--- src/rtl/mipi_tx_frame_gen_if.sv ---
// Parallel video bus toward the MIPI CSI-2 TX core.
//   tx_vsync : frame sync, high for the VSYNC period
//   tx_hsync : line sync, high for the HSYNC period
//   tx_valid : active pixel qualifier
//   tx_data  : packed pixels, pixel x in [23:0], pixel x+1 in [47:24]
// master drives the bus (frame generator); slave consumes it (TX core / bench).
interface mipi_tx_frame_gen_if;
  logic        tx_vsync;
  logic        tx_hsync;
  logic        tx_valid;
  logic [63:0] tx_data;

  modport master (output tx_vsync, tx_hsync, tx_valid, tx_data);
  modport slave  (input  tx_vsync, tx_hsync, tx_valid, tx_data);
endinterface

--- src/rtl/mipi_tx_frame_gen.sv ---
// Standalone frame source for the MIPI CSI-2 TX parallel interface.
// Produces VSYNC/HSYNC/VALID timing for back-to-back frames and fills the
// active region from one of four test patterns.
// Ports:
//   tx_pixel_clk : pixel clock
//   rstn         : async active-low reset, all outputs to 0
//   enable       : level, high = keep producing frames
//   pattern_sel  : 0 bars, 1 ramp, 2 solid, 3 frame/line/pixel counter
//   solid_rgb    : {R,G,B} for the solid pattern
//   tx           : video bus (master side)
//   frame_cnt    : completed frames, wraps
//   frame_done   : one-cycle pulse on the last VFP cycle
//   busy         : high whenever not idle
module mipi_tx_frame_gen #(
  parameter int HRES    = 1280,
  parameter int VRES    = 720,
  parameter int PPC     = 2,
  parameter int HS_CYC  = 4,
  parameter int HBP_CYC = 8,
  parameter int HFP_CYC = 16,
  parameter int VS_CYC  = 8,
  parameter int VBP_CYC = 32,
  parameter int VFP_CYC = 32
) (
  input  logic                tx_pixel_clk,
  input  logic                rstn,
  input  logic                enable,
  input  logic [1:0]          pattern_sel,
  input  logic [23:0]         solid_rgb,
  mipi_tx_frame_gen_if.master tx,
  output logic [15:0]         frame_cnt,
  output logic                frame_done,
  output logic                busy
);

  localparam logic [15:0] VS_LAST  = 16'(VS_CYC - 1);
  localparam logic [15:0] VBP_LAST = 16'(VBP_CYC - 1);
  localparam logic [15:0] HS_LAST  = 16'(HS_CYC - 1);
  localparam logic [15:0] HBP_LAST = 16'(HBP_CYC - 1);
  localparam logic [15:0] ACT_LAST = 16'(HRES / PPC - 1);
  localparam logic [15:0] HFP_LAST = 16'(HFP_CYC - 1);
  localparam logic [15:0] VFP_LAST = 16'(VFP_CYC - 1);
  localparam logic [15:0] VFP_PRE  = 16'(VFP_CYC - 2);
  localparam logic [15:0] Y_LAST   = 16'(VRES - 1);
  localparam logic [15:0] PX_STEP  = 16'(PPC);
  localparam logic [15:0] BAR_W    = 16'(HRES / 8);

  typedef enum logic [2:0] {IDLE, VS, VBP, HS, HBP, ACT, HFP, VFP} state_e;

  state_e      state_q;
  logic [15:0] cnt_q, x_q, y_q, bpos_q, frame_cnt_q;
  logic [2:0]  bar_q;
  logic [1:0]  pat_q;
  logic [23:0] solid_q;
  logic        vs_q, hs_q, val_q, done_q, busy_q;
  logic [63:0] data_q;

  logic        st_last;
  logic        in_act;
  logic [15:0] x_nxt, bpos_nxt;
  logic [2:0]  bar_nxt;
  logic [63:0] pix_word;

  always_comb begin
    st_last = 1'b0;
    unique case (state_q)
      IDLE: st_last = 1'b0;
      VS:   st_last = (cnt_q == VS_LAST);
      VBP:  st_last = (cnt_q == VBP_LAST);
      HS:   st_last = (cnt_q == HS_LAST);
      HBP:  st_last = (cnt_q == HBP_LAST);
      ACT:  st_last = (cnt_q == ACT_LAST);
      HFP:  st_last = (cnt_q == HFP_LAST);
      VFP:  st_last = (cnt_q == VFP_LAST);
    endcase
  end

  // Position of the pixels loaded on this edge: the first beat of a line
  // when entering ACT, otherwise one beat further along. Bar index is
  // tracked incrementally so no divider is needed; a beat never straddles
  // a bar edge because the bar width is a multiple of PPC.
  assign in_act   = (state_q == ACT);
  assign x_nxt    = in_act ? x_q + PX_STEP : '0;
  assign bar_nxt  = !in_act ? 3'd0 :
                    (bpos_q == BAR_W - PX_STEP) ? bar_q + 3'd1 : bar_q;
  assign bpos_nxt = !in_act ? '0 :
                    (bpos_q == BAR_W - PX_STEP) ? '0 : bpos_q + PX_STEP;

  for (genvar l = 0; l < PPC; l++) begin : g_lane
    logic [15:0] lx;
    logic [23:0] pix;
    assign lx = x_nxt + 16'(l);
    // Bar colours: R on for bars 0,1,4,5; G on for 0..3; B on for even bars.
    always_comb begin
      unique case (pat_q)
        2'd0:    pix = {{8{~bar_nxt[1]}}, {8{~bar_nxt[2]}}, {8{~bar_nxt[0]}}};
        2'd1:    pix = {3{lx[7:0]}};
        2'd2:    pix = solid_q;
        default: pix = {frame_cnt_q[7:0], y_q[7:0], lx[7:0]};
      endcase
    end
    assign pix_word[l*24 +: 24] = pix;
  end
  assign pix_word[63:PPC*24] = '0;

  always_ff @(posedge tx_pixel_clk or negedge rstn) begin
    if (!rstn) begin
      state_q     <= IDLE;
      cnt_q       <= '0;
      x_q         <= '0;
      y_q         <= '0;
      bar_q       <= '0;
      bpos_q      <= '0;
      pat_q       <= '0;
      solid_q     <= '0;
      vs_q        <= 1'b0;
      hs_q        <= 1'b0;
      val_q       <= 1'b0;
      data_q      <= '0;
      frame_cnt_q <= '0;
      done_q      <= 1'b0;
      busy_q      <= 1'b0;
    end else begin
      cnt_q  <= (st_last || state_q == IDLE) ? '0 : cnt_q + 16'd1;
      done_q <= 1'b0;
      unique case (state_q)
        IDLE: if (enable) begin
          state_q <= VS;
          vs_q    <= 1'b1;
          busy_q  <= 1'b1;
          pat_q   <= pattern_sel;
          solid_q <= solid_rgb;
        end
        VS: if (st_last) begin
          state_q <= VBP;
          vs_q    <= 1'b0;
        end
        VBP: if (st_last) begin
          state_q <= HS;
          hs_q    <= 1'b1;
          y_q     <= '0;
          x_q     <= '0;
        end
        HS: if (st_last) begin
          state_q <= HBP;
          hs_q    <= 1'b0;
        end
        HBP: if (st_last) begin
          state_q <= ACT;
          val_q   <= 1'b1;
          data_q  <= pix_word;
          x_q     <= x_nxt;
          bar_q   <= bar_nxt;
          bpos_q  <= bpos_nxt;
        end
        ACT: begin
          if (st_last) begin
            state_q <= HFP;
            val_q   <= 1'b0;
            data_q  <= '0;
          end else begin
            data_q  <= pix_word;
            x_q     <= x_nxt;
            bar_q   <= bar_nxt;
            bpos_q  <= bpos_nxt;
          end
        end
        HFP: if (st_last) begin
          if (y_q == Y_LAST) begin
            state_q <= VFP;
            // A single-cycle VFP is itself the last VFP cycle.
            if (VFP_CYC == 1) begin
              done_q      <= 1'b1;
              frame_cnt_q <= frame_cnt_q + 16'd1;
            end
          end else begin
            state_q <= HS;
            hs_q    <= 1'b1;
            y_q     <= y_q + 16'd1;
            x_q     <= '0;
          end
        end
        VFP: begin
          // Registered pulse: raise it on the edge entering the last cycle.
          if (VFP_CYC > 1 && cnt_q == VFP_PRE) begin
            done_q      <= 1'b1;
            frame_cnt_q <= frame_cnt_q + 16'd1;
          end
          if (st_last) begin
            if (enable) begin
              state_q <= VS;
              vs_q    <= 1'b1;
              pat_q   <= pattern_sel;
              solid_q <= solid_rgb;
            end else begin
              state_q <= IDLE;
              busy_q  <= 1'b0;
            end
          end
        end
      endcase
    end
  end

  assign tx.tx_vsync = vs_q;
  assign tx.tx_hsync = hs_q;
  assign tx.tx_valid = val_q;
  assign tx.tx_data  = data_q;
  assign frame_cnt   = frame_cnt_q;
  assign frame_done  = done_q;
  assign busy        = busy_q;

endmodule
--- src/flat_wrapper.sv ---
// flat-port wrapper written by rule: the top's interface ports become plain ports
module mipi_tx_frame_gen_flat 
#(
  parameter int HRES    = 1280,
  parameter int VRES    = 720,
  parameter int PPC     = 2,
  parameter int HS_CYC  = 4,
  parameter int HBP_CYC = 8,
  parameter int HFP_CYC = 16,
  parameter int VS_CYC  = 8,
  parameter int VBP_CYC = 32,
  parameter int VFP_CYC = 32
)
  (tx_pixel_clk, rstn, enable, pattern_sel, solid_rgb, frame_cnt, frame_done, busy, tx_tx_vsync, tx_tx_hsync, tx_tx_valid, tx_tx_data);
  mipi_tx_frame_gen_if tx_i ();
  input  logic tx_pixel_clk;
  input  logic rstn;
  input  logic enable;
  input  logic [1:0] pattern_sel;
  input  logic [23:0] solid_rgb;
  output logic [15:0] frame_cnt;
  output logic frame_done;
  output logic busy;
  output wire logic [$bits(tx_i.tx_vsync)-1:0] tx_tx_vsync;
  output wire logic [$bits(tx_i.tx_hsync)-1:0] tx_tx_hsync;
  output wire logic [$bits(tx_i.tx_valid)-1:0] tx_tx_valid;
  output wire logic [$bits(tx_i.tx_data)-1:0] tx_tx_data;
  assign tx_tx_vsync = tx_i.tx_vsync;
  assign tx_tx_hsync = tx_i.tx_hsync;
  assign tx_tx_valid = tx_i.tx_valid;
  assign tx_tx_data = tx_i.tx_data;
  mipi_tx_frame_gen #(.HRES(HRES), .VRES(VRES), .PPC(PPC), .HS_CYC(HS_CYC), .HBP_CYC(HBP_CYC), .HFP_CYC(HFP_CYC), .VS_CYC(VS_CYC), .VBP_CYC(VBP_CYC), .VFP_CYC(VFP_CYC)) u_core (.tx_pixel_clk(tx_pixel_clk), .rstn(rstn), .enable(enable), .pattern_sel(pattern_sel), .solid_rgb(solid_rgb), .tx(tx_i), .frame_cnt(frame_cnt), .frame_done(frame_done), .busy(busy));
endmodule
--- config.mk ---
export PLATFORM = sky130hd
export DESIGN_NAME = mipi_tx_frame_gen_flat
export DESIGN_NICKNAME = d
export VERILOG_FILES = /design/src/rtl/mipi_tx_frame_gen_if.sv /design/src/rtl/mipi_tx_frame_gen.sv /design/src/flat_wrapper.sv
export SDC_FILE = /design/constraint.sdc
export NUM_CORES = 1
export LEC_CHECK = 0
export CAP_MARGIN = 10
export CORE_UTILIZATION = 56
export DETAILED_ROUTE_END_ITERATION = 6
export PLACE_DENSITY_LB_ADDON = 0.12
export SLEW_MARGIN = 20
export SYNTH_ARGS = -nofsm -noshare
export SYNTH_HDL_FRONTEND = slang
export SYNTH_SLANG_ARGS = --single-unit
--- constraint.sdc ---
create_clock -name tx_pixel_clk -period 3.33 [get_ports tx_pixel_clk]
set_input_delay 0.8325 -clock tx_pixel_clk [delete_from_list [all_inputs] [get_ports tx_pixel_clk]]
set_output_delay 0.8325 -clock tx_pixel_clk [all_outputs]
set_load 0.01 [all_outputs]
==> Implementation_results.wiki, run 1 <==
{| class="wikitable"
! Metric !! Value
|-
| Run status || completed
|-
| Row count || 45
|-
| Vias in the first global route || roughly 7,300
|-
| Max Freq || roughly 0.32 GHz
|-
| VDD IR-drop max || between 0.4 and 0.5 mV
|-
| Source-to-sink clock delay at the later pin of the worst-skew pair || 0.43 ns
|-
| Class of the worst hold path || in -> async
|-
| Placed instance area || around 10000 um2
|-
| Reg2reg setup slack || 0.18 ns
|-
| Routed vias || approximately 7,500
|-
| Count of cell types in the netlist || 71
|-
| TritonCTS clock tree || yes
|-
| CTS max path bufs || 2
|-
| Endpoint required time on the critical path || roughly 3.6 ns
|-
| CP Capture Type || flip-flop
|-
| Number of inserted diodes || 0
|-
| RSZ-0062 raised after global routing || false
|-
| Total global routing track utilization || 31.4%
|-
| Proportion of register bits with asynchronous set or reset after synthesis || between 90% and 100%
|-
| Number of remaining DRC errors || 0
|-
| Summed instance area of the synthesized netlist || just under 9000 um2
|-
| Initial DRC Count || 576
|-
| Number of nets still failing antenna checks after routing || 0
|-
| Maximum number of pins on one net before global-route repair || 62
|-
| Synthesis-to-layout area growth || 21.3%
|-
| Count of filler cells inserted in the layout || 1,141
|-
| Final hold violations || 0
|-
| Type of element launching the critical path || flip-flop
|-
| Primary flip-flop cell chosen by synthesis mapping || dfrtp_1
|-
| Critical Path Fanout Max || 18
|-
| Worst max-slew margin expressed relative to the limit || 46.9%
|-
| Total wirelength of the detailed-routed design || 24.5 mm
|-
| Vert. Die Dim || 127 um
|-
| Type of the worst setup path || reg -> reg
|-
| Number of warnings issued by yosys || 0
|-
| R2R cell count || 9
|-
| Detail-routed via count per cell || between 6 and 7
|-
| Post-synthesis area per instance || around 9.9 um2
|-
| Post-route fraction of the period consumed by the critical path || approximately 94%
|-
| Endpoints failing setup || 0
|-
| Nets || approximately 1,000
|-
| Quantity of hold-fixing buffers added after cts || 0
|-
| Die width || between 100 and 150 um
|-
| Number of enable-type register cells in the synthesized netlist || 0
|-
| P per Cell Area || 376 nW/um2
|-
| Placed wire-length estimate || 17.3 mm
|-
| Arrival @ worst endpoint || 3.46 ns
|-
| IO Port Bufs || 97
|-
| Max_cap viols || 0
|-
| First-pass iteration count of the detailed router || 5
|-
| CTS buffer count || 17
|-
| Average detailed-routed wire length per instance || between 20 and 25 um
|-
| Number of instances in the synthesized netlist || 885
|-
| Total global routing overflow || 0
|-
| Setup_tns || 0 ns
|-
| Leak || 4.52 nW
|-
| Final Cell Area || about 11,000 um2
|-
| Core area || around 15,000 um2
|-
| Die Area || around 16,000 um2
|-
| Clock edge transition at the registers on the reported setup and hold paths || roughly 0.07 ns
|-
| Transition time at the pin with the least slew margin || around 0.8 ns
|-
| Master cell of the clock root buffer || clkbuf_16
|-
| CTS Sinks || 156
|-
| Clock skew after layout || a little over 0.01 ns
|-
| Deepest level of the CTS H-tree || 4
|-
| Fraction of final layout cells sized beyond drive strength 1 || 12.2%
|-
| Number of antenna violations at the first check in global routing || 0
|-
| Gp weighted congestion || roughly 0.9
|-
| Synthesized flop and latch total || between 150 and 200
|-
| Final critical-path required period || roughly 3.1 ns
|-
| I/O pin cnt || 114
|-
| Fin. max-slew vios || 0
|-
| Global-route wire length before repair || just under 40 mm
|-
| Starting density of the core || 57.5%
|-
| Portion of the post-synthesis area used by sequential elements || 44.7%
|}
## report_power, final
part           leakage, nW  switching [mW]  internal, mW
Combinational         2.35          0.0546        0.0345
Clock                0.296           0.868          1.13
Sequential            1.87               0          1.89
## critical path, stage by stage, from the launching register on
cell,delay (ns)
dfrtp_2,0.46
inv_1,0.11
ha_1,0.23
nand2_1,0.11
mux2_4,0.34
or4_4,0.56
a2111oi_4,0.43
o21ai_4,0.23
buf_16,0.24
mux2_4,0.31
## cell usage after synthesis (5+ instances only)
cell type	number	area, um2
nor4_1	14	87.6
inv_1	25	93.8
o211ai_1	12	90.1
nand3b_1	5	37.5
nor2_1	56	210
a221o_1	5	50.1
o2bb2ai_1	25	219
mux2_4	21	315
nand2_1	76	285
o31ai_1	7	52.6
mux2i_1	19	190
nand3_1	45	225
a32o_1	19	190
xor2_1	12	105
or2_2	6	37.5
a22oi_1	14	105
dfrtp_1	156	3900
a22o_1	6	52.6
clkbuf_1	44	165
o21ai_0	36	180
nor3_1	19	95.1
buf_4	16	120
nand4b_1	5	43.8
xnor2_1	26	228
mux2_2	12	135
o21a_1	6	45.0
ha_1	14	175
a31oi_1	23	144
and3_1	24	150
o22ai_1	6	37.5
nand2b_1	19	119
nor2b_1	7	43.8
a21oi_1	17	85.1
or3_1	6	37.5
nand4_1	11	68.8
and2_1	6	37.5
a2bb2oi_1	6	52.6
## metrics by stage
stage               std cells  total power [mW]  setup slack (ns)  hold slack, ns  util (%)
finish                   1184              3.99             0.184           0.371      69.8
global route             1184              4.10            0.0563           0.419      69.8
CTS                      1184              4.00             0.157           0.402      69.8
detailed placement       1152              2.02             0.171           0.460      65.8
global placement         1151              2.02             0.225           0.464      65.6
floorplan                 900              1.95             0.274           0.470         -
## placed cells by master, fill, tap and decap left out, types with 6 or more instances in the layout
| cell type | netlist | routed |
|---|---|---|
| a21oi_1 | 17 | 17 |
| a22o_1 | 6 | 6 |
| a22oi_1 | 14 | 14 |
| a2bb2oi_1 | 6 | 6 |
| a31oi_1 | 23 | 23 |
| a32o_1 | 19 | 19 |
| and2_1 | 6 | 6 |
| and3_1 | 24 | 24 |
| buf_4 | 16 | 32 |
| clkbuf_16 | 0 | 17 |
| clkdlybuf4s50_1 | 0 | 96 |
| conb_1 | 1 | 16 |
| dfrtp_1 | 156 | 155 |
| ha_1 | 14 | 14 |
| inv_1 | 25 | 25 |
| mux2_2 | 12 | 12 |
| mux2_4 | 21 | 21 |
| mux2i_1 | 19 | 19 |
| nand2_1 | 76 | 76 |
| nand2b_1 | 19 | 19 |
| nand3_1 | 45 | 45 |
| nand4_1 | 11 | 11 |
| nor2_1 | 56 | 56 |
| nor2b_1 | 7 | 7 |
| nor3_1 | 19 | 19 |
| nor4_1 | 14 | 14 |
| o211ai_1 | 12 | 12 |
| o21a_1 | 6 | 6 |
| o21ai_0 | 36 | 36 |
| o22ai_1 | 6 | 6 |
| o2bb2ai_1 | 25 | 25 |
| o31ai_1 | 7 | 7 |
| or2_2 | 6 | 6 |
| or3_1 | 6 | 6 |
| xnor2_1 | 26 | 26 |
| xor2_1 | 12 | 12 |
## final cells by class
class	instances	area, um2	share of cell area (%)
Timing Repair Buffer	133	1300	12.3
Sequential cell	156	3910	36.8
Multi-Input combinational cell	650	4470	42.1
Clock buffer	17	425	4.01
Inverter	25	93.8	0.885
Tap cell	188	235	2.22
Clock inverter	15	181	1.71
## cell families after synthesis
kind of cell    after synthesis  synth area share (%)
flops                       156                  44.7
simple gates                318                  18.8
buf+inv                      94                  4.95
other cells                   1                0.0429
mux                          53                  7.59
fa+ha+maj                    14                  2.00
xor+xnor                     38                  3.81
compound gates              211                  18.1
## sequential cells by signal, summed over array words and instances, names as in the netlist
name,cells
u_core.state_q,3
u_core.cnt_q,16
u_core.frame_done,1
u_core.bar_q,3
u_core.pat_q,2
u_core.tx.tx_hsync,1
u_core.solid_q,24
u_core.bpos_q,15
u_core.tx.tx_data,48
u_core.tx.tx_valid,1
u_core.busy,1
u_core.x_q,8
u_core.y_q,16
u_core.frame_cnt,16
u_core.tx.tx_vsync,1
## timing repair
action,in CTS,in global routing
setup buffers,0,0
resized for setup,0,1
endpoints found under the setup margin,0,1
## per-layer routing
layer | GRT usage, % | vias up | share of wire [%]
li1 | - | 3439 | -
met1 | 44.0 | 3697 | 44
met2 | 48.6 | 321 | 46
met3 | 5.48 | 56 | 6.4
met4 | 12.7 | 0 | 2.8
met5 | 0 | - | 0
## final timing paths
kind / from / to
max: u_core.state_q[1]$_DFFE_PN0P_ / u_core.solid_q[18]$_DFFE_PN0P_
min: rstn / u_core.y_q[14]$_DFFE_PN0P_
max in group asynchronous: rstn / u_core.tx.tx_data[20]$_DFFE_PN0P_
min in group tx_pixel_clk: u_core.frame_cnt[15]$_DFFE_PN0P_ / u_core.frame_cnt[15]$_DFFE_PN0P_
min reg2reg: u_core.frame_cnt[15]$_DFFE_PN0P_ / u_core.frame_cnt[15]$_DFFE_PN0P_
max reg2reg: u_core.state_q[1]$_DFFE_PN0P_ / u_core.solid_q[18]$_DFFE_PN0P_
Note: power is estimated with default switching activity, not from simulation.
==> inputs of run 2 (changes only) <==
--- a/config.mk
+++ b/config.mk
@@ -5,8 +5,10 @@
 export SDC_FILE = /design/constraint.sdc
 export NUM_CORES = 1
 export LEC_CHECK = 0
+export ABC_AREA = 1
 export CAP_MARGIN = 10
 export CORE_UTILIZATION = 56
+export CTS_CLUSTER_SIZE = 10
 export DETAILED_ROUTE_END_ITERATION = 6
 export PLACE_DENSITY_LB_ADDON = 0.12
 export SLEW_MARGIN = 20
==> Implementation_results.wiki, run 2 <==
{| class="wikitable"
! Metric !! Value
|-
| Mux contribution to synthesized area || 0%
|-
| First-pass iteration count of the detailed router || 5
|-
| Run status || completed
|-
| Number of placed cells counting well taps || approximately 1,500
|-
| Synthesis-to-layout area growth || 18.8%
|-
| VDD IR-drop max || 0.437 mV
|-
| Routed vias || between 8,000 and 9,000
|-
| P per Cell Area || 706 nW/um2
|-
| Xor and xnor fraction of the mapped netlist area || about 3.2%
|-
| Vias in the first global route || ~7,600
|-
| Gp weighted congestion || slightly below 1
|-
| Cell type with the highest aggregate area in the netlist || dfrtp_1
|-
| Adder-cell area share of the yosys netlist || under 10%
|-
| Number of antenna violations at the first check in global routing || 0
|-
| Endpoints failing setup || 0
|-
| Total global routing track utilization || a little under a third
|-
| CP Capture Type || flip-flop
|-
| Kind of cell with the highest combined delay on the critical path || simple AND/OR/NAND/NOR gates
|-
| Class of the worst hold path || in -> async
|-
| CTS Sinks || between 150 and 200
|-
| I/O pin cnt || between 100 and 150
|-
| Placed instance area || between 10,000 and 15,000 um2
|-
| Nets || roughly 1,300
|-
| Endpoint required time on the critical path || roughly 3.7 ns
|-
| Number of nets still failing antenna checks after routing || 0
|-
| Share of the synthesized area in the top cell type || between 40% and 50%
|-
| Dominant combinational cell family by area after synthesis || simple AND/OR/NAND/NOR gates
|-
| Maximum number of pins on one net before global-route repair || 65
|-
| Vert. Die Dim || about 130 um
|-
| Area fraction in and, or, nand and nor cells after synthesis || 33.5%
|-
| Detail-routed via count per cell || approximately 5.5
|-
| RSZ-0062 raised after global routing || false
|-
| Number of enable-type register cells in the synthesized netlist || 0
|-
| Type of element launching the critical path || flip-flop
|-
| IO Port Bufs || 97
|-
| Launching point of the worst reg2reg path || u_core.state_q[1]$_DFFE_PN0P_
|-
| Synthesized flop and latch total || ~160
|-
| Non-filler cells in the finished layout || ~1,500
|-
| R2R cell count || 15
|-
| Die width || ~130 um
|-
| Placed wire-length estimate || between 15 and 20 mm
|-
| Post-route fraction of the period consumed by the critical path || between 80% and 90%
|-
| Deepest level of the CTS H-tree || 4
|-
| Row count || between 40 and 50
|-
| Number of remaining DRC errors || 0
|-
| CTS buffer count || 17
|-
| Source-to-sink clock delay at the later pin of the worst-skew pair || 0.43 ns
|-
| Summed instance area of the synthesized netlist || 8900 um2
|-
| Worst Path Buf+Inv || 5
|-
| Number of instances in the synthesized netlist || 1,212
|-
| Total global routing overflow || 0
|-
| Flip-flop count of the largest register after layout || 48
|-
| Final critical-path required period || between 2 and 3 ns
|-
| CTS max path bufs || 2
|-
| Transition time at the pin with the least slew margin || around 0.69 ns
|-
| Critical Path Fanout Max || 23
|-
| Most used cells in the layout excluding fill and tap cells || nand2_1, dfrtp_1, inv_1, nor2_1, nand3_1
|-
| Total wirelength of the detailed-routed design || around 23 mm
|-
| Leak || ~5 nW
|-
| Arrival @ worst endpoint || 3.29 ns
|-
| Portion of the post-synthesis area used by sequential elements || between 40% and 50%
|-
| Critical path's largest stage delay || ~0.42 ns
|-
| Clock skew after layout || approximately 0.0062 ns
|-
| Worst max-slew margin expressed relative to the limit || between 50% and 60%
|-
| Reg2reg setup slack || 0.40 ns
|-
| Top cells by count, synth || nand2_1, dfrtp_1, inv_1, nor2_1, nand3_1
|-
| Die Area || approximately 16,000 um2
|-
| Final Cell Area || between 10,000 and 15,000 um2
|-
| Count leader, synth || nand2_1
|-
| Primary flip-flop cell chosen by synthesis mapping || dfrtp_1
|-
| Top cells by area in the synthesized netlist || dfrtp_1, nand2_1, nand3_1, inv_1, nor2_1
|-
| Starting density of the core || between 50% and 60%
|-
| RR Endpoint || u_core.tx.tx_data[18]$_DFFE_PN0P_
|-
| Global-route wire length before repair || ~38 mm
|-
| Clock edge transition at the registers on the reported setup and hold paths || around 0.060 ns
|-
| Compound-cell area share of the yosys netlist || under 10%
|-
| Setup_tns || 0 ns
|-
| Fraction of final layout cells sized beyond drive strength 1 || ~5.1%
|-
| Type of the worst setup path || reg -> reg
|-
| Most common cell after layout, fill and taps aside || nand2_1
|-
| Number of warnings issued by yosys || 0
|-
| Critical path's slowest cell || dfrtp_1
|-
| Count of cell types in the netlist || 39
|-
| Fin. max-slew vios || 0
|-
| Master cell of the clock root buffer || clkbuf_16
|-
| Max_cap viols || 0
|-
| Final cell utilization of the core || about 70%
|-
| Proportion of register bits with asynchronous set or reset after synthesis || 100%
|-
| Overall power || about 7.5 mW
|-
| Initial DRC Count || ~750
|-
| Core area || ~15,000 um2
|-
| Average detailed-routed wire length per instance || about 15 um
|-
| Post-synthesis area per instance || 7.35 um2
|-
| Final hold violations || 0
|-
| Cells along the critical path || inv_1, ha_1, nand2_8, inv_4, o211ai_1, nor2_2, nand3_4, inv_2, nand2_1, nand2_2, nand2_2, inv_2, buf_12, nand3_1, nand2_1
|-
| Max Freq || 0.342 GHz
|-
| Number of inserted diodes || 0
|-
| TritonCTS clock tree || yes
|}
## run 2: cell types whose count changed in the layout (fill, tap and decap cells not counted), moves of 21 or more
cell and delta:
nand2_1 +267, nand3_1 +54, mux2_4 -21, inv_1 +105, nor2_1 +74, o2bb2ai_1 -25
and3_1 -24, buf_4 -26, nand4_1 +29, o21ai_0 +54
## run 2: stage by stage
step / setup WS [ns] / hold slack [ns]
3_5_place_dp: 0.337 / 0.467
3_3_place_gp: 0.476 / 0.464
4_1_cts: 0.232 / 0.420
5_1_grt: 0.115 / 0.442
6_report: 0.404 / 0.394
2_1_floorplan: 0.774 / 0.448
## run 2: worst max-delay path by stage
| stage | startpoint | end | slack [ns] | depth (start not counted) |
|---|---|---|---|---|
| finish | u_core.state_q[1]$_DFFE_PN0P_ | u_core.tx.tx_data[18]$_DFFE_PN0P_ | 0.40 | 15 |
| global route | u_core.state_q[1]$_DFFE_PN0P_ | u_core.tx.tx_data[31]$_DFFE_PN0P_ | 0.11 | 15 |
| CTS | u_core.state_q[1]$_DFFE_PN0P_ | u_core.tx.tx_data[24]$_DFFE_PN0P_ | 0.23 | 16 |
| detailed placement | u_core.state_q[1]$_DFFE_PN0P_ | u_core.tx.tx_data[24]$_DFFE_PN0P_ | 0.34 | 16 |
| global placement | u_core.state_q[1]$_DFFE_PN0P_ | u_core.tx.tx_data[39]$_DFFE_PN0P_ | 0.48 | 16 |
| floorplan | u_core.state_q[1]$_DFFE_PN0P_ | u_core.tx.tx_data[38]$_DFFE_PN0P_ | 0.77 | 16 |
## run 2: area by class of cell
class / instances / area [um2]
clock inverter: 15 / 140
inverter: 139 / 527
tap: 211 / 264
clock buffer: 17 / 425
sequential: 156 / 3900
fill: 1291 / 4800
timing repair buffer: 107 / 1100
multi-input combinational: 882 / 4220
## run 2: report_power, final
part           internal, mW  switching [mW]  total (mW)
Clock                  1.04           0.851        1.89
Sequential             2.35           0.367        2.71
Combinational          1.11            1.74        2.86
Total                  4.51            2.96        7.46
## run 2: what timing repair did
action	in CTS	in global routing
endpoints found under the setup margin	0	22
hold buffers	0	0
resized for setup	0	2
endpoints found under the hold margin	0	0
buffers inserted	0	0
## run 2: cells by family (layout without fill, tap and decap cells)
| group | count (synthesis) | in the layout |
|---|---|---|
| AND/OR/NAND/NOR | 685 | 685 |
| XOR/XNOR | 33 | 33 |
| AO/OA/AOI/OAI | 134 | 134 |
| other | 1 | 16 |
| flip-flops | 156 | 156 |
| buffers and inverters | 189 | 278 |
| adder cells (fa/ha/maj) | 14 | 14 |
## run 2: per-layer routing
metal | up-vias | wire length [um] | track usage [%]
met3 | 46 | 1670 | 5.80
li1 | 4084 | - | -
met1 | 3886 | 10300 | 42.0
met2 | 340 | 10700 | 46.4
met4 | 0 | 605 | 11.1
met5 | - | 0 | 0
==> inputs of run 3 (changes only) <==
--- a/config.mk
+++ b/config.mk
@@ -7,11 +7,12 @@
 export LEC_CHECK = 0
 export ABC_AREA = 1
 export CAP_MARGIN = 10
+export CORE_ASPECT_RATIO = 0.8
 export CORE_UTILIZATION = 56
 export CTS_CLUSTER_SIZE = 10
 export DETAILED_ROUTE_END_ITERATION = 6
 export PLACE_DENSITY_LB_ADDON = 0.12
-export SLEW_MARGIN = 20
+export SLEW_MARGIN = 15
 export SYNTH_ARGS = -nofsm -noshare
 export SYNTH_HDL_FRONTEND = slang
 export SYNTH_SLANG_ARGS = --single-unit
==> Implementation_results.wiki, run 3 (same netlist as run 2, synthesis figures left out) <==
{| class="wikitable"
! Metric !! Value
|-
| Run status || completed
|-
| Final hold violations || 0
|-
| Die width || around 140 um
|-
| Core area || about 15,000 um2
|-
| Synthesis-to-layout area growth || 19.2%
|-
| Clock edge transition at the registers on the reported setup and hold paths || 0.06 ns
|-
| Switching pwr || 3.05 mW
|-
| Most common cell after layout, fill and taps aside || nand2_1
|-
| CTS Sinks || between 150 and 200
|-
| Deepest level of the CTS H-tree || 4
|-
| Final cell utilization of the core || between 60% and 70%
|-
| Row count || 40
|-
| P per Cell Area || 721 nW/um2
|-
| Die Area || 16,400 um2
|-
| Vias in the first global route || 7,601
|-
| Number of remaining DRC errors || 0
|-
| Leak || between 5 and 6 nW
|-
| Internal power || ~4.6 mW
|-
| Max Freq || approximately 0.34 GHz
|-
| Endpoint required time on the critical path || about 3.7 ns
|-
| Number of instances resized during post-cts repair || 0
|-
| Critical Path Fanout Max || 23
|-
| Overall power || between 7 and 8 mW
|-
| Clock skew after layout || 0.0102 ns
|-
| Setup_tns || 0 ns
|-
| Type of element launching the critical path || flip-flop
|-
| Fin. max-slew vios || 0
|-
| Total wirelength of the detailed-routed design || ~24 mm
|-
| Routed vias || ~8,500
|-
| Vert. Die Dim || 115 um
|-
| Number of antenna violations at the first check in global routing || 0
|-
| Setup Buffers After CTS || 0
|-
| Worst Path Buf+Inv || 5
|-
| Final Cell Area || about 11,000 um2
|-
| VDD IR-drop max || between 0.4 and 0.5 mV
|-
| Quantity of hold-fixing buffers added after cts || 0
|-
| IO Port Bufs || 97
|-
| Global-route wire length before repair || between 30 and 40 mm
|-
| Kind of cell with the highest combined delay on the critical path || simple AND/OR/NAND/NOR gates
|-
| Final critical-path required period || just under 3 ns
|-
| Post-place setup slack || 0.429 ns
|-
| Average detailed-routed wire length per instance || between 15 and 20 um
|-
| Nets || 1,349
|-
| Master cell of the clock root buffer || clkbuf_16
|-
| TritonCTS clock tree || yes
|-
| RSZ-0062 raised after global routing || false
|-
| Max_cap viols || 0
|-
| Tightest hold margin || 0.375 ns
|-
| Total global routing overflow || 0
|-
| Maximum number of pins on one net before global-route repair || 64
|-
| Flip-flop count of the largest register after layout || 48
|-
| Fraction of final layout cells sized beyond drive strength 1 || 5.23%
|-
| Worst max-slew margin expressed relative to the limit || a little under half
|-
| Initial DRC Count || roughly 1,200
|-
| Setup ws final || between 0.3 and 0.4 ns
|-
| Cells along the critical path || inv_1, ha_1, nand2_8, inv_4, nand2_1, nand2_1, nor2_1, nand2_1, nor2_2, nand3_4, inv_2, nand2_1, nand2_2, nand2_2, inv_2, buf_12, nand3_1, nand2_1
|-
| Most used cell along the critical path || nand2_1
|-
| Source-to-sink clock delay at the later pin of the worst-skew pair || around 0.44 ns
|-
| Critical path's largest stage delay || ~0.41 ns
|-
| Type of the worst setup path || reg -> reg
|-
| Switching share of power || between 30% and 40%
|-
| Arrival @ worst endpoint || around 3.4 ns
|-
| Number of placed cells counting well taps || approximately 1,500
|-
| Placed instance area || approximately 10,000 um2
|-
| Critical path's slowest cell || dfrtp_1
|-
| Total global routing track utilization || between 30% and 40%
|-
| CTS max path bufs || 2
|-
| First-pass iteration count of the detailed router || 6
|-
| Post-route fraction of the period consumed by the critical path || roughly 90%
|-
| Transition time at the pin with the least slew margin || roughly 0.79 ns
|-
| Placed wire-length estimate || between 15 and 20 mm
|-
| Combinational share of power || between 30% and 40%
|-
| Detail-routed via count per cell || around 5.6
|-
| Register share of total power || 35.9%
|-
| Clock network fraction of design power || roughly a quarter
|-
| Number of inserted diodes || 0
|-
| Most used cells in the layout excluding fill and tap cells || nand2_1, dfrtp_1, inv_1, nor2_1, nand3_1
|-
| I/O pin cnt || between 100 and 150
|-
| Number of nets still failing antenna checks after routing || 0
|-
| Non-filler cells in the finished layout || between 1,500 and 2,000
|-
| Class of the worst hold path || in -> async
|-
| CTS buffer count || 17
|-
| Starting density of the core || 58.3%
|-
| Gp weighted congestion || 0.946
|-
| CP Capture Type || flip-flop
|-
| Endpoints failing setup || 0
|}
run 3: cell count changes in the layout (fill, tap and decap cells not counted):
| cell | previous run | this run |
|---|---|---|
| inv_6 | 5 | 2 |
| clkbuf_8 | 0 | 1 |
| inv_4 | 2 | 1 |
| bufinv_16 | 1 | 2 |
| clkinv_4 | 2 | 3 |
| clkbuf_1 | 0 | 1 |
| inv_2 | 5 | 6 |
| buf_4 | 6 | 9 |
| inv_8 | 1 | 0 |
run 3: power by group through the flow:
stage	clock network [mW]	registers, mW	logic [mW]
2_1_floorplan	0	2.73	1.73
3_3_place_gp	0	2.75	2.89
3_5_place_dp	0	2.75	2.91
4_1_cts	1.96	2.73	2.92
5_1_grt	2.04	2.79	3.28
6_report	1.94	2.75	2.96
run 3: area by class of cell:
cell class	instances	area [um2]
tap	210	263
sequential	156	3900
inverter	139	524
clock buffer	19	443
clock inverter	13	141
fill	1281	4650
timing repair buffer	110	1120
multi-input combinational	882	4220
run 3: final timing paths:
check                                                       start                                end  slack, ns  cells after the start
worst max-delay path                u_core.state_q[1]$_DFFE_PN0P_  u_core.tx.tx_data[19]$_DFFE_PN0P_       0.35                     18
worst min-delay path                                         rstn          u_core.cnt_q[4]$_DFF_PN0_       0.38                      1
worst max register to register      u_core.state_q[1]$_DFFE_PN0P_  u_core.tx.tx_data[19]$_DFFE_PN0P_       0.35                     18
worst min register to register  u_core.tx.tx_data[25]$_DFFE_PN0P_  u_core.tx.tx_data[25]$_DFFE_PN0P_       0.48                      2
max in group asynchronous                                    rstn  u_core.tx.tx_data[27]$_DFFE_PN0P_       2.19                      2
min in group tx_pixel_clk       u_core.tx.tx_data[25]$_DFFE_PN0P_  u_core.tx.tx_data[25]$_DFFE_PN0P_       0.48                      2
run 3: per-layer routing:
layer | share of wire (%) | vias to the layer above | GRT usage (%)
met5 | 0 | - | 0
met4 | 1.5 | 0 | 8.17
met2 | 40 | 410 | 42.4
met3 | 9.3 | 30 | 8.16
li1 | - | 4081 | -
met1 | 49 | 3973 | 49.7
run 3: worst reg2reg max path, cell delays in order, from the launching register on:
cell     delay [ns]
dfrtp_1        0.41
inv_1          0.12
ha_1           0.31
nand2_8        0.19
inv_4          0.13
nand2_1        0.11
nand2_1        0.08
nor2_1         0.15
nand2_1        0.08
nor2_2         0.12
nand3_4        0.17
inv_2          0.09
nand2_1        0.06
nand2_2        0.20
nand2_2        0.10
inv_2          0.23
buf_12         0.20
nand3_1        0.10
nand2_1        0.07
